--- config.mk ---
export PLATFORM = sky130hd
export DESIGN_NAME = mem_port_arbiter
export DESIGN_NICKNAME = d
export VERILOG_FILES = /design/src/rtl/mem_port_arbiter.sv
export SDC_FILE = /design/constraint.sdc
export NUM_CORES = 1
export LEC_CHECK = 0
export BUFFER_PORTS_ARGS = -buffer_cell sky130_fd_sc_hd__buf_2
export CAP_MARGIN = 20
export CORE_MARGIN = 4
export CORE_UTILIZATION = 35
export DETAILED_ROUTE_END_ITERATION = 16
export MAX_ROUTING_LAYER = met4
export PLACE_DENSITY_LB_ADDON = 0.15
export SKIP_CTS_REPAIR_TIMING = 1
export SYNTH_ARGS = -nofsm -noshare
export SYNTH_HDL_FRONTEND = slang
export SYNTH_SLANG_ARGS = --single-unit
export TNS_END_PERCENT = 20
--- constraint.sdc ---
create_clock -name clk -period 2.3 [get_ports clk]
set_input_delay 0.345 -clock clk [delete_from_list [all_inputs] [get_ports clk]]
set_output_delay 0.345 -clock clk [all_outputs]
set_load 0.01 [all_outputs]
--- src/rtl/mem_port_arbiter.sv ---
// mem_port_arbiter: shares the unified memory between the core and the loader.
// Each access runs issue, read-latency wait and a single-cycle ack.
module mem_port_arbiter #(
    parameter int AW     = 32,
    parameter int DW     = 32,
    parameter int RD_LAT = 1
) (
    input  logic          clk,
    input  logic          reset,
    input  logic          cpu_req,
    input  logic          cpu_we,
    input  logic [AW-1:0] cpu_addr,
    input  logic [DW-1:0] cpu_wdata,
    output logic          cpu_ack,
    output logic [DW-1:0] cpu_rdata,
    input  logic          ld_req,
    input  logic          ld_we,
    input  logic [AW-1:0] ld_addr,
    input  logic [DW-1:0] ld_wdata,
    output logic          ld_ack,
    output logic [DW-1:0] ld_rdata,
    output logic          mem_en,
    output logic          mem_we,
    output logic [AW-1:0] mem_addr,
    output logic [DW-1:0] mem_wdata,
    input  logic [DW-1:0] mem_rdata,
    output logic          owner
);

    localparam int CW = 4;

    typedef enum logic [1:0] {
        IDLE  = 2'd0,
        ISSUE = 2'd1,
        WAIT  = 2'd2,
        DONE  = 2'd3
    } state_t;

    state_t        state_q;
    logic [CW-1:0] cnt_q;
    logic          owner_q;
    logic          mem_en_q;
    logic          mem_we_q;
    logic [AW-1:0] mem_addr_q;
    logic [DW-1:0] mem_wdata_q;
    logic          cpu_ack_q;
    logic          ld_ack_q;
    logic [DW-1:0] cpu_rdata_q;
    logic [DW-1:0] ld_rdata_q;

    logic          gnt_vld;
    logic          gnt_sel_d;
    logic          gnt_we_d;
    logic [AW-1:0] gnt_addr_d;
    logic [DW-1:0] gnt_wdata_d;

    // On a tie the requester that did not own the last access wins.
    always_comb begin
        gnt_vld   = cpu_req | ld_req;
        gnt_sel_d = 1'b0;
        if (cpu_req && ld_req) begin
            gnt_sel_d = ~owner_q;
        end else if (ld_req) begin
            gnt_sel_d = 1'b1;
        end
        gnt_we_d    = gnt_sel_d ? ld_we    : cpu_we;
        gnt_addr_d  = gnt_sel_d ? ld_addr  : cpu_addr;
        gnt_wdata_d = gnt_sel_d ? ld_wdata : cpu_wdata;
    end

    always_ff @(posedge clk or negedge reset) begin
        if (!reset) begin
            state_q     <= IDLE;
            cnt_q       <= '0;
            owner_q     <= 1'b1;
            mem_en_q    <= 1'b0;
            mem_we_q    <= 1'b0;
            mem_addr_q  <= '0;
            mem_wdata_q <= '0;
            cpu_ack_q   <= 1'b0;
            ld_ack_q    <= 1'b0;
            cpu_rdata_q <= '0;
            ld_rdata_q  <= '0;
        end else begin
            case (state_q)
                IDLE: begin
                    if (gnt_vld) begin
                        owner_q     <= gnt_sel_d;
                        mem_en_q    <= 1'b1;
                        mem_we_q    <= gnt_we_d;
                        mem_addr_q  <= gnt_addr_d;
                        mem_wdata_q <= gnt_wdata_d;
                        state_q     <= ISSUE;
                    end
                end
                ISSUE: begin
                    mem_en_q <= 1'b0;
                    if (mem_we_q) begin
                        cpu_ack_q <= ~owner_q;
                        ld_ack_q  <= owner_q;
                        state_q   <= DONE;
                    end else begin
                        cnt_q   <= CW'(RD_LAT);
                        state_q <= WAIT;
                    end
                end
                WAIT: begin
                    if (cnt_q == CW'(1)) begin
                        if (owner_q) begin
                            ld_rdata_q <= mem_rdata;
                        end else begin
                            cpu_rdata_q <= mem_rdata;
                        end
                        cpu_ack_q <= ~owner_q;
                        ld_ack_q  <= owner_q;
                        cnt_q     <= '0;
                        state_q   <= DONE;
                    end else begin
                        cnt_q <= cnt_q - CW'(1);
                    end
                end
                DONE: begin
                    cpu_ack_q <= 1'b0;
                    ld_ack_q  <= 1'b0;
                    state_q   <= IDLE;
                end
                default: begin
                    state_q <= IDLE;
                end
            endcase
        end
    end

    assign cpu_ack   = cpu_ack_q;
    assign cpu_rdata = cpu_rdata_q;
    assign ld_ack    = ld_ack_q;
    assign ld_rdata  = ld_rdata_q;
    assign mem_en    = mem_en_q;
    assign mem_we    = mem_we_q;
    assign mem_addr  = mem_addr_q;
    assign mem_wdata = mem_wdata_q;
    assign owner     = owner_q;

endmodule

**Yosys cells after proc, flatten, opt, wreduce, memory -nomap -nowiden**

Index checks and enable logic that the tools add are counted.

- Register bits after elaboration: 139
- Bits of input ports: 166
- Output and inout bits: 133
- Logic and storage cells: 54

- Add/subtract/negate cells: 1
- Eq/ne operators: 8
- Mux-type cells: 20
- Bitwise logic cells: 2
- Reduce and logical (&&, ||, !) cells: 12

Operators by type and width:

| operator | count |
|---|---|
| $mux 32 | 2 |
| $mux 1 | 9 |
| $reduce_and 3->1 | 3 |
| $mux 4 | 2 |
| $ne 2x2->1 const B | 4 |
| $pmux 2 s4 | 1 |
| $pmux 4 s2 | 1 |
| $reduce_and 2->1 | 4 |
| $pmux 1 s3 | 2 |
| $eq 2x2->1 const B | 2 |
| $eq 4x1->1 const B | 1 |
| $mux 2 | 2 |
| $reduce_bool 2->1 | 2 |
| $sub 4x1->4 const B | 1 |
| $reduce_bool 3->1 | 1 |
| $eq 2x1->1 const B | 1 |
| $logic_not 2->1 | 1 |
| $pmux 1 s2 | 1 |
| $logic_and 1x1->1 | 1 |
| $not 1->1 | 1 |
| $or 1x1->1 | 1 |

**Longest topological paths before layout**

- Depth in word-level cells: 3
- Depth in mapped cells: 7
- Gate-level depth less buffers: 5

**Worst setup path before layout**

Ideal clock, no wire load.

- Path kind: reg2reg
- Start point: reg state_q[0]
- End point: reg ld_rdata_q[10], in the netlist ld_rdata[10]
- Setup time: 0.125 ns
- Arrival time: 1.729 ns
- Required time: 2.175 ns
- Setup slack: 0.446 ns
- Stages on the path, launching flop included: 8
- Buffers on the path: 2
- Clock period less this slack: 1.854 ns
- Cell sequence: dfrtp_1 inv_1 ha_1 nand3b_4 or3b_1 buf_2 buf_6 mux2_4

- Cells in the longest elaborated chain, start to end: 2

Ends and longest elaborated chain:

| item | line | text |
|---|---|---|
| from (decl) | 39 | `state_t state_q;` |
| from (signal assigned) | 73 | `state_q <= IDLE;` |
| from (signal assigned) | 93 | `state_q <= ISSUE;` |
| from (signal assigned) | 101 | `state_q <= DONE;` |
| $eq 2x2->1 | 85 | `case (state_q)` |
| $reduce_and 3->1 (no line) | - |  |
| to (signal assigned) | 110 | `ld_rdata_q <= mem_rdata;` |
| to (decl) | 49 | `logic [DW-1:0] ld_rdata_q;` |

No other way between the ends.
A chain may end at the register's enable or synchronous reset.

**Worst setup path in the final report**

- Start point: reg state_q[0]
- End point: reg ld_rdata_q[2], in the netlist ld_rdata[2]

The elaborated chain is that of the path after synthesis.

==> impl_results.md <==
- Status: finished clean
- H-tree depth: 4
- Synthesized Nets: 653
- Fin worst setup slack: 0.252 ns
- Sw Pwr: 4.25 mW
- Max Slew Vio Count: 0
- CTS tree: yes
- Layout cells sized above 1: 51.3%
- Clock-pin slew on the worst setup and hold paths: 0.06 ns
- Core Region: 0.0168 mm^2
- XOR/XNOR share of the synthesized area: 0%
- CP Capture Type: register
- Largest family of logic cells by synthesized area: multiplexers
- Setup_tns: 0 ns
- Final global-route overflow total: 0
- Root Buffer: clkbuf_16
- Initial antenna violation count: 0
- Final cell count without fillers: 1009
- Crit path max-delay family: simple AND/OR/NAND/NOR gates
- CP max stage delay: 0.48 ns
- Mean post-synth cell area: 12.7 um^2
- TritonCTS Buffers: 17
- Worst-Skew Late Latency: 0.42 ns
- Initial core utilization: 36.2%
- Clock Tree Buf Depth: 2
- Count of different cell masters after synthesis: 34
- Clock Skews: 0.0146 ns
- Vias in the first global route: 4916
- Worst hold path class: input port to register
- Critical path, cell by cell: inv_1, ha_1, nand3b_4, or3b_2, buf_12, mux2_4
- Startpoint Class: register
- RSZ-0062 raised after global routing: no
- # clock sinks: 139
- GP Congestion: 0.774
- Peak supply drop: 0.666 mV
- DIE WIDTH: 140 um
- Total number of vias: 4608
- Clock power share: 24.7%
- Buf+Inv Stages, Crit Path: 2
- Hpwl dp: 12300 um
- Adder-Cell Fraction of Synth Area: 1.44%
- Sequential fraction of the synthesis area: 57.2%
- Nets: 951
- Max Fanout on Critical Path: 32
- Comb power frac: 40.0%
- Count of final setup violators: 0
- Antenna Nets Post-Route: 0
- Leak: 4.43 nW
- Largest net degree at the start of global routing: 66
- Area contributors post-synth: dfrtp_1 57%, mux2i_1 11%, mux2_4 7.4%
- Fmax: 488 MHz
- I/O pin total: 299
- Least-Margin Pin Slew: 0.753 ns
- Worst path slowest cell: or3b_2
- Area grow syn2layout: 40.6%
- Final Hold Viols: 0
- Residual DRC: 0
- Worst slew margin: 49.6%
- Fin crit period: 2.05 ns
- Post-synth top area cell: dfrtp_1
- Iter 0 DRT Violations: 140
- Dpl cells: 978
- Internal power: 8.19 mW
- IO Port Bufs: 298
- PnR Total Power: 12.4 mW
- Worst R2R Path Depth: 6
- DIE AREA: 0.0196 mm^2
- Hold depth: 2
- Worst path depth: 6
- Mapped Cells: 480
- Compound-Gate Fraction of Synth Area: 7.03%
- Yosys warning total: 0
- Fin crit share: 89.0%
- First-pass GRT wire length: 26100 um
- Max capacitance violation total: 0
- Wire per inst: 15.9 um
- Post-synthesis mux area share: 25.1%
- Vias/cell: 4.57
- Post-Syn Area: 0.00609 mm^2
- Row count: 47
- Post-synthesis sequential element count: 139
- Setup CP Type: register to register
- GRT Resource Usage Total: 17.1%
- Worst hold margin: 0.161 ns
- Setup slack at placement: 0.259 ns
- Switch share: 34.1%
- Initial DRT Pass Iterations: 4
- Fill count: 1524
- Crit path required time: 2.60 ns
- Simple-gate portion of the synthesized area: 6.31%
- Worst EP arrival: 2.35 ns
- WL final: 16100 um
- Post-synth top area share: 56.7%
- N_diodes: 0
- Power Dens Cells: 1450 mW/mm^2
- Die height: 140 um
- Sequential share of power: 35.3%
## cell usage after synthesis
master and number:
dfrtp_1 138, nand2_1 67, mux2i_1 66, o21ai_1 51, mux2_2 31, mux2_4 30, o21ai_0 19, clkbuf_1 16
ha_1 7, buf_2 6, mux2_1 6, buf_4 5, inv_1 5, nor2_1 4, buf_6 3, nor2b_1 3
a21oi_1 2, nand3b_1 2, nand4_1 2, nor3_1 2, or3b_1 2, a211o_1 1, a21boi_0 1, a21boi_1 1
a221oi_2 1, a22oi_1 1, a31oi_1 1, and2_1 1, dfstp_2 1, nand3b_4 1, nor3_2 1, nor3b_1 1
o211ai_1 1, o31ai_1 1
## metal layers
metal  up-vias  global-route usage, %  routed length, um
li1       2273                      -                  -
met3        22                   4.87               1190
met5         -                      -                  0
met4         0                   5.30                277
met2       211                   26.8               7590
met1      2102                   21.6               7030
## metrics by stage
stage,util [%],instance area [um^2]
global placement,46.9,7890
floorplan,-,6090
detailed placement,46.9,7890
finish,50.9,8560
CTS,50.8,8550
global route,50.9,8560
## cell type report
type                            count  area, um^2  share of cell area [%]
Inverter                            5        18.8                   0.219
Clock inverter                     11         218                    2.54
Timing Repair Buffer              309        1670                    19.5
Tap cell                          220         275                    3.22
Clock buffer                       19         443                    5.17
Sequential cell                   139        3480                    40.6
Multi-Input combinational cell    306        2460                    28.7
## registers in the layout, summed over array words and instances (netlist names), 2 cells and up
register and count:
cpu_rdata 32, ld_rdata 32, mem_addr 32, mem_wdata 32, cnt_q 4, state_q 2
## power by group through the flow
stage / Clock [mW] / Combinational [mW] / Sequential [mW]
global route: 3.28 / 5.48 / 4.56
global placement: 0 / 4.97 / 4.38
finish: 3.07 / 4.98 / 4.39
detailed placement: 0 / 5.11 / 4.42
CTS: 3.16 / 5.10 / 4.40
floorplan: 0 / 2.47 / 4.90
## worst reg2reg max path: stages (launching register included)
cell      delay, ns
dfrtp_1        0.40
inv_1          0.15
ha_1           0.24
nand3b_4       0.10
or3b_2         0.48
buf_12         0.22
mux2_4         0.34
## cell usage in the layout (no fill, tap or decap), types with 2 or more instances in the layout
cell type     n
dfrtp_1     138
bufinv_16     6
mux2_2       31
buf_4         3
inv_1         5
o21ai_1      50
a21oi_1       2
nand4_1       2
nor3_1        2
nand2_1      67
clkbuf_16    17
mux2_4       30
buf_2       297
mux2_1        6
mux2i_1      66
o21ai_0      19
buf_12        7
nor2b_1       3
ha_1          7
nand3b_1      2
nor2_1        4
clkinvlp_4    2
## final timing paths
kind                                from       endpoint  slack, ns
max                           state_q[0]    ld_rdata[2]       0.25
min                        mem_rdata[30]  cpu_rdata[30]       0.16
max reg2reg                   state_q[0]    ld_rdata[2]       0.25
min reg2reg                 mem_wdata[8]   mem_wdata[8]       0.48
max in group asynchronous          reset   mem_addr[29]       1.16
min in group asynchronous          reset   ld_rdata[29]       0.43
## logic make-up (layout without fill, tap and decap cells)
logic type,Yosys count,count (layout)
adders and majority gates,7,7
buffers and inverters,35,344
muxes,133,133
AOI/OAI and AO/OA,80,80
DFF,139,139
and+or+nand+nor,86,86
No activity file was read; power rests on OpenSTA's default activity.
